File: src/rtl/ir_scan_pkg.sv
// Shared types and widths for the IR scan sequencer.
package ir_scan_pkg;

   localparam int RES_W = 12;   // A2D result width
   localparam int CH_W  = 3;    // A2D channel select width

   typedef enum logic [2:0] {
      IDLE,
      START,
      WAIT,
      UPDATE,
      DONE
   } state_t;

endpackage

File: src/rtl/ir_iir_filt.sv
// First-order IIR step: filt + (raw - filt) >>> ALPHA_SHIFT, or raw on the
// first sample of a channel. Purely combinational; one instance is shared by
// all channels.
module ir_iir_filt
   import ir_scan_pkg::*;
#(
   parameter int ALPHA_SHIFT = 2
) (
   input  logic [RES_W-1:0] raw,
   input  logic [RES_W-1:0] filt,
   input  logic             first,
   output logic [RES_W-1:0] filt_next
);

   logic signed [RES_W:0] diff;
   logic [RES_W-1:0]      step;

   // Signed difference, arithmetic shift, then a 12-bit wrap-around add.
   // The shifted step never exceeds the distance to raw, so the sum cannot
   // actually leave 0..4095 and the truncation never loses information.
   always_comb begin
      diff      = $signed({1'b0, raw}) - $signed({1'b0, filt});
      step      = RES_W'(diff >>> ALPHA_SHIFT);
      filt_next = first ? raw : (filt + step);
   end

endmodule

File: src/rtl/ir_scan_seq.sv
// Round-robin A2D scan sequencer: on each period tick it converts channels
// 0..NUM_CH-1, stores raw and IIR-filtered results per channel and pulses
// scan_done when the whole round is stable.
module ir_scan_seq
   import ir_scan_pkg::*;
#(
   parameter int NUM_CH      = 4,
   parameter int SCAN_PERIOD = 50000,
   parameter int ALPHA_SHIFT = 2,
   parameter int TIMEOUT     = 4096
) (
   input  logic                    clk,
   input  logic                    rst,
   input  logic                    en,
   input  logic                    cnv_cmplt,
   input  logic [RES_W-1:0]        res,
   output logic                    strt_cnv,
   output logic [CH_W-1:0]         chnnl,
   output logic [NUM_CH*RES_W-1:0] ir_raw,
   output logic [NUM_CH*RES_W-1:0] ir_filt,
   output logic [NUM_CH-1:0]       ir_vld,
   output logic                    scan_done,
   output logic                    ovr,
   output logic                    tmo_err
);

   localparam int PER_W = (SCAN_PERIOD > 2) ? $clog2(SCAN_PERIOD) : 1;
   localparam int TMO_W = $clog2(TIMEOUT + 1);

   logic [PER_W-1:0] timer_reg;
   logic             tick;

   state_t           state_reg, state_next;
   logic [CH_W-1:0]  idx_reg, idx_next;
   logic [TMO_W-1:0] tmo_cnt_reg, tmo_cnt_next;
   logic             tmo_err_reg, tmo_err_next;
   logic             ovr_reg, ovr_next;
   logic             cap_raw;
   logic             upd;

   logic [RES_W-1:0] raw_reg  [NUM_CH];
   logic [RES_W-1:0] filt_reg [NUM_CH];
   logic             vld_reg  [NUM_CH];

   logic [RES_W-1:0] raw_sel;
   logic [RES_W-1:0] filt_sel;
   logic             first_sel;
   logic [RES_W-1:0] filt_new;

   assign tick = en && (timer_reg == PER_W'(SCAN_PERIOD - 1));

   // Free-running period timer; held at zero while scanning is disabled.
   always_ff @(posedge clk or posedge rst) begin
      if (rst)
         timer_reg <= '0;
      else if (!en || tick)
         timer_reg <= '0;
      else
         timer_reg <= timer_reg + 1'b1;
   end

   // FSM and control state register.
   always_ff @(posedge clk or posedge rst) begin
      if (rst) begin
         state_reg   <= IDLE;
         idx_reg     <= '0;
         tmo_cnt_reg <= '0;
         tmo_err_reg <= 1'b0;
         ovr_reg     <= 1'b0;
      end else begin
         state_reg   <= state_next;
         idx_reg     <= idx_next;
         tmo_cnt_reg <= tmo_cnt_next;
         tmo_err_reg <= tmo_err_next;
         ovr_reg     <= ovr_next;
      end
   end

   // Next-state logic, channel stepping, timeout watch and overrun detect.
   always_comb begin
      state_next   = state_reg;
      idx_next     = idx_reg;
      tmo_cnt_next = tmo_cnt_reg;
      tmo_err_next = tmo_err_reg;
      ovr_next     = ovr_reg;
      cap_raw      = 1'b0;
      upd          = 1'b0;

      // A tick during a round is dropped, not queued.
      if (tick && (state_reg != IDLE))
         ovr_next = 1'b1;

      case (state_reg)
         IDLE: begin
            if (tick) begin
               idx_next   = '0;
               state_next = START;
            end
         end
         START: begin
            tmo_cnt_next = '0;
            state_next   = WAIT;
         end
         WAIT: begin
            if (cnv_cmplt) begin
               cap_raw    = 1'b1;
               state_next = UPDATE;
            end else begin
               if (tmo_cnt_reg != TMO_W'(TIMEOUT))
                  tmo_cnt_next = tmo_cnt_reg + 1'b1;
               // In WAIT, tmo_cnt_reg trails the clocks since strt_cnv by
               // one; setting here makes the flag appear exactly TIMEOUT
               // clocks after strt_cnv. The conversion is never abandoned.
               if (tmo_cnt_reg == TMO_W'(TIMEOUT - 2))
                  tmo_err_next = 1'b1;
            end
         end
         UPDATE: begin
            upd = 1'b1;
            if (idx_reg == CH_W'(NUM_CH - 1)) begin
               state_next = DONE;
            end else begin
               idx_next   = idx_reg + 1'b1;
               state_next = START;
            end
         end
         DONE: begin
            state_next = IDLE;
         end
         default: begin
            state_next = IDLE;
         end
      endcase
   end

   // Select the current channel's registers for the shared filter.
   always_comb begin
      raw_sel   = '0;
      filt_sel  = '0;
      first_sel = 1'b1;
      for (int i = 0; i < NUM_CH; i++) begin
         if (idx_reg == CH_W'(i)) begin
            raw_sel   = raw_reg[i];
            filt_sel  = filt_reg[i];
            first_sel = !vld_reg[i];
         end
      end
   end

   ir_iir_filt #(
      .ALPHA_SHIFT (ALPHA_SHIFT)
   ) u_filt (
      .raw       (raw_sel),
      .filt      (filt_sel),
      .first     (first_sel),
      .filt_next (filt_new)
   );

   generate
      for (genvar gi = 0; gi < NUM_CH; gi++) begin : g_ch
         // Per-channel result storage: raw on completion, filter on UPDATE.
         always_ff @(posedge clk or posedge rst) begin
            if (rst) begin
               raw_reg[gi]  <= '0;
               filt_reg[gi] <= '0;
               vld_reg[gi]  <= 1'b0;
            end else begin
               if (cap_raw && (idx_reg == CH_W'(gi)))
                  raw_reg[gi] <= res;
               if (upd && (idx_reg == CH_W'(gi))) begin
                  filt_reg[gi] <= filt_new;
                  vld_reg[gi]  <= 1'b1;
               end
            end
         end

         assign ir_raw[gi*RES_W +: RES_W]  = raw_reg[gi];
         assign ir_filt[gi*RES_W +: RES_W] = filt_reg[gi];
         assign ir_vld[gi]                 = vld_reg[gi];
      end
   endgenerate

   assign strt_cnv  = (state_reg == START);
   assign scan_done = (state_reg == DONE);
   assign chnnl     = idx_reg;
   assign ovr       = ovr_reg;
   assign tmo_err   = tmo_err_reg;

endmodule

File: config.mk
export PLATFORM = sky130hd
export DESIGN_NAME = ir_scan_seq
export DESIGN_NICKNAME = d
export VERILOG_FILES = /design/src/rtl/ir_scan_pkg.sv /design/src/rtl/ir_iir_filt.sv /design/src/rtl/ir_scan_seq.sv
export SDC_FILE = /design/constraint.sdc
export NUM_CORES = 1
export LEC_CHECK = 0
export BUFFER_PORTS_ARGS = -buffer_cell sky130_fd_sc_hd__buf_4
export CAP_MARGIN = 15
export CORE_MARGIN = 4
export CORE_UTILIZATION = 50
export DETAILED_ROUTE_END_ITERATION = 10
export GPL_ROUTABILITY_DRIVEN = 1
export PLACE_DENSITY_LB_ADDON = 0.15
export SETUP_SLACK_MARGIN = 0.3
export SYNTH_ARGS = -nofsm -noshare
export SYNTH_HDL_FRONTEND = slang
export SYNTH_SLANG_ARGS = --single-unit
File: constraint.sdc
create_clock -name clk -period 6.5 [get_ports clk]
set_clock_uncertainty 0.05 [all_clocks]
set_input_delay 1.3 -clock clk [delete_from_list [all_inputs] [get_ports clk]]
set_output_delay 1.3 -clock clk [all_outputs]
set_load 0.005 [all_outputs]
; Yosys cells after proc, flatten, opt, wreduce, memory -nomap -nowiden
; Cells that the tools add are included.
[totals]
regBits = 137
input_bits = 16
out_inout_bits = 107
wordCells = 91
[op_classes]
addsub = 5
eq_ne = 15
n_mux = 27
n_bitwise = 1
reduce_logical = 25
[op_table]
columns = cell, count
row1 = $mux W12, 9
row2 = $mux W13, 2
row3 = $pmux W13 S2, 1
row4 = $add A16 B1 Y16 const B, 1
row5 = $eq A16 B16 Y1 const B, 1
row6 = $mux W16, 1
row7 = $mux W3, 5
row8 = $add A13 B1 Y13 const B, 1
row9 = $eq A13 B12 Y1 const B, 1
row10 = $ne A13 B13 Y1 const B, 1
row11 = $sub A12 B12 Y13, 1
row12 = $add A12 B12 Y12, 1
row13 = $eq A3 B2 Y1 const B, 4
row14 = $pmux W3 S4, 1
row15 = $logic_and A1 B1 Y1, 10
row16 = $ne A2 B2 Y1 const B, 5
row17 = $reduce_and A3 Y1, 3
row18 = $mux W1, 7
row19 = $eq A3 B1 Y1 const B, 2
row20 = $logic_not A3 Y1, 2
row21 = $pmux W3 S2, 1
row22 = $logic_not A1 Y1, 5
row23 = $reduce_bool A2 Y1, 2
row24 = $add A3 B1 Y3 const B, 1
row25 = other kinds (5), 5

; Depth between registers and ports, before layout
[logic_depth]
ltp_word = 8
ltp_mapped = 26
depth_no_buf = 23

; By module
; From an unflattened synthesis, not the netlist that was laid out.
[unflattened]
cells_unflattened = 696
area_unflattened_um2 = 7499.7
[modules_own_cells]
columns = mod, n_inst, cells_per_inst, area_per_inst_um2, seq_area_each_um2
row1 = ir_scan_seq, 1, 549, 6414.9, 3428.3
row2 = ir_iir_filt, 1, 147, 1084.8, 0.0

; Worst setup path after synthesis
; No wires, ideal clock.
[synth_path]
path_type = register -> register
startpoint = register idx_reg[1] (netlist: chnnl[1])
endpoint = register filt_reg, in the netlist ir_filt[11]
setup_time_ps = 92
t_arrival_ps = 4868
t_required_ps = 6358
slack_ps = 1490
stages_incl_launch_ff = 26
path_buffers = 4
synth_period_minus_slack_ps = 5010
path_cell_list = dfrtp_1 inv_1 ha_1 buf_6 clkbuf_1 clkbuf_1 buf_1 a21oi_1 o21ai_0 a22o_1 inv_1 ha_1 or2_2 o221ai_1 o211ai_1 a21oi_1 nor2_1 xnor2_1 ha_1 a21o_1 a21o_1 a41oi_1 o21bai_1 a21oi_1 xnor3_2 o31ai_2
[synth_between]
elab_chain_len = 8
elab_cells_between_ends = 20
cone_classes = 2 x add/sub / 3 x eq/ne / 13 x mux / 2 x reduce/logical
[synth_rtl]
columns = item, line_no
row1 = start: declaration, ir_scan_seq.sv:34  ; logic [CH_W-1:0] idx_reg, idx_next;
row2 = start signal: assignment, ir_scan_seq.sv:72  ; idx_reg <= idx_next;
row3 = $logic_not A3 Y1, "ir_scan_seq.sv:142, ir_scan_seq.sv:170"
row4 = $mux W12 (4 in series), ir_scan_seq.sv:142  ; if (idx_reg == CH_W'(i)) begin
row5 = $sub A12 B12 Y13, ir_iir_filt.sv:22  ; diff = $signed({1'b0, raw}) - $signed({1'b0, filt});
row6 = $add A12 B12 Y12, ir_iir_filt.sv:24  ; filt_next = first ? raw : (filt + step);
row7 = $mux W12, ir_iir_filt.sv:24
row8 = end signal: indexed assignment, ir_scan_seq.sv:171  ; filt_reg[gi] <= filt_new;
row9 = end: declaration, ir_scan_seq.sv:42  ; logic [RES_W-1:0] filt_reg [NUM_CH];
; Parallel ways exist; a longest one is shown, timed or not.
; A chain may end at the register's enable or synchronous reset.

; Worst setup path after layout
[layout_path]
startpoint = register idx_reg[1] (netlist: chnnl[1])
endpoint = register filt_reg, in the netlist ir_filt[35]
[layout_between]
elab_chain_len = 8
elab_cells_between_ends = 20
cone_classes = 2 x add/sub / 3 x eq/ne / 13 x mux / 2 x reduce/logical
[layout_rtl]
columns = item, line_no
row1 = $logic_not A3 Y1, ir_scan_seq.sv:142
row2 = $mux W12 (4 in series), ir_scan_seq.sv:142
row3 = $sub A12 B12 Y13, ir_iir_filt.sv:22
row4 = $add A12 B12 Y12, ir_iir_filt.sv:24
row5 = $mux W12, ir_iir_filt.sv:24
; Parallel ways exist; a longest one is shown, timed or not.

==> metrics.md <==
| Metric | Value |
|---|---|
| Outcome | completed |
| Post-Syn Nets | between 800 and 900 |
| RSZ-0062 raised after global routing | false |
| Synth area leader | dfrtp_1 |
| Synth warn | 0 |
| Crit path launch type | register |
| Share of the synthesized area in the top cell type | 0.448 |
| CP peak stage delay | between 700 and 800 ps |
| Buffers on Ports | around 120 |
| GPL Wtd Cong | ~0.91 |
| WP data arrival | 5710 ps |
| Area growth syn-to-layout | 22.5% |
| Yosys reg bits | roughly 140 |
| Sequential element share of the synthesized area | 0.448 |
| Commonest cells in the netlist | dfrtp_1 (137), nand2_1 (121), o21ai_0 (75) |
| Synth Area per Inst | 9.40 um^2 |
| Via count | around 6500 |
| Post-route DRC | 0 |
| Fin. max-slew vios | 0 |
| # diodes | 0 |
| CP Capture Type | register |
| Worst path required time | 6760 ps |
| Largest cells by area after synthesis | dfrtp_1 (45%), mux2_2 (7.9%), nand2_1 (5.9%), ha_1 (5.4%), o21ai_0 (4.9%) |
| Nets | 975 |
| Skew-Pair Late Insertion Delay | 420 ps |
| Critical Path Most Common Cell | a21oi_1 |
| Slew margin rel. | 0.455 |
| Average via count per standard cell | around 5.8 |
| Die Span X | 132 um |
| Crit-path leading delay family | compound AO/OA/AOI/OAI gates |
| Yosys cell types | 57 |
| First-pass GRT wire length | roughly 34000 um |
| Total Wirelength | about 21000 um |
| Vias in the first global route | 6397 |
| # hold bufs at CTS | 0 |
| CTS H-tree depth | 4 |
| CP Buf/Inv Count | 2 |
| Global-route usage over all layers | 0.244 |
| Initial DRT Pass Iterations | 9 |
| Setup CP Type | reg2reg |
| ANT nets after route | 0 |
| Starting density of the core | 0.519 |
| Cells after Synth | ~810 |
| Post-synth ARST share | 1.00 |
| Initial DRC count | 461 |
| Final setup TNS | 0 ps |
| # Post-CTS Setup Buffers | 0 |
| Gr ovfl total | 0 |
| Clock buffer depth | 2 |
| Endpoints failing setup | 0 |
| Slew @ Worst Pin | just over 800 ps |
| Wire per inst | ~19 um |
| Die footprint | about 17000 um^2 |
| Clock transition at the registers of the reported paths | about 60 ps |
| CORE AREA | roughly 15000 um^2 |
| Share of layout cells above drive strength 1 | 0.249 |
| CP cell instances | inv_1 -> ha_2 -> a21oi_1 -> o21ai_0 -> a22o_1 -> inv_1 -> ha_1 -> or2_2 -> o221ai_1 -> o211ai_1 -> a21oi_1 -> nor2_1 -> xnor2_1 -> ha_1 -> a21o_1 -> a21o_1 -> a41oi_1 -> o21bai_1 -> a21oi_1 -> xnor3_2 -> o31ai_2 |
| Crit Path Max Fanout | 42 |
| Pin count of the biggest net entering global routing | 80 |
| Max Cap Viol | 0 |
| Die Height | between 100 and 150 um |
| Number of synthesized flops with an enable pin | 0 |
| Hold WC Path Type | reg2reg |
| CTS tree | done |
| PostCTS Resize Cnt | 0 |
| CTS sink cnt | approximately 140 |
| Count leader, synth | dfrtp_1 |
| CTS buffer count | 17 |
| Reg-to-reg startpoint | chnnl[1]$_DFFE_PP0P_ |
| Critical path's slowest cell | ha_2 |
| Hold wc startpoint | timer_reg[0]$_DFF_PP0_ |
| F_max | roughly 180 MHz |
| Worst Setup SP | chnnl[1]$_DFFE_PP0P_ |
| Synthesized cell area | 7650 um^2 |
| Period utilization | 0.838 |
| Final Hold Viols | 0 |
| Final Critical Period | 5450 ps |
| CTS root buf | clkbuf_16 |
| DP Wirelength | roughly 15000 um |
| Main synth FF type | dfrtp_1 |
| Initial antenna violation count | 0 |
| Ports | between 100 and 150 |
| # rows | 44 |
## per-layer routing
layer  track usage  wire (um)
met5             0          0
met4        0.0939        506
met3        0.0508       1370
met2         0.399      10000
met1         0.320       9330
## through the flow
step	std cells	util	area (um^2)	hold WS [ps]	setup WS, ps
2_1_floorplan	814	-	7650	375	1480
3_3_place_gp	1090	0.590	8710	388	1340
3_5_place_dp	1090	0.590	8710	400	1180
4_1_cts	1121	0.635	9370	409	1140
5_1_grt	1121	0.635	9370	444	694
6_report	1121	0.635	9370	407	1050
## layout by cell type (no fill, tap or decap), types with 3 or more instances in the layout
master	netlist	final
mux2_2	54	54
nand2b_1	6	6
clkinv_4	0	3
o31ai_2	4	4
or3_1	4	4
mux2i_1	9	9
dfrtp_1	137	137
and2_1	3	3
a21o_1	8	8
nand3_1	27	27
clkbuf_16	0	17
nor4b_1	4	4
o21a_1	3	3
or2_2	4	4
xor2_1	23	23
inv_1	30	29
nand4_1	7	7
nor3b_1	5	5
and3_1	6	6
bufinv_16	0	5
a21oi_1	50	50
nand3b_1	4	4
o31ai_1	3	3
nand2_1	121	121
o21bai_1	6	6
o21ai_0	75	75
nor3_1	10	10
clkbuf_8	0	3
nor2_1	72	72
buf_4	1	130
a22oi_1	9	9
a41oi_1	3	3
a22o_1	13	13
ha_1	33	32
xnor2_1	15	15
a211oi_1	4	4
## kinds of logic (layout without fill, tap and decap cells)
kind of cell,after synthesis,count (layout),synth area share
compound gates,192,192,0.157
xor+xnor,39,39,0.0466
fa+ha+maj,34,34,0.0566
buf+inv,68,191,0.0350
flops,137,137,0.448
mux,63,63,0.0912
simple gates,281,281,0.166
## area by class of cell
type	instances	area, um^2
Clock inverter	11	194
Tap cell	184	230
Clock buffer	20	467
Fill cell	1240	5380
Sequential cell	137	3430
Timing Repair Buffer	130	976
Inverter	30	118
Multi-Input combinational cell	609	3960
## path summary, 6_finish.rpt
check	to	slack (ps)	cells past startpoint
setup / recovery	ir_filt[35]$_DFFE_PP0P_	1050	21
hold reg to reg	timer_reg[0]$_DFF_PP0_	410	1
setup reg to reg	ir_filt[35]$_DFFE_PP0P_	1050	21
min in group asynchronous	ir_filt[4]$_DFFE_PP0P_	950	2
max in group asynchronous	ir_raw[6]$_DFFE_PP0P_	4210	3
hold / removal	timer_reg[0]$_DFF_PP0_	410	1
Power is not shown: default switching activity piles up to over one toggle a cycle in this logic, so the estimate is an artifact.
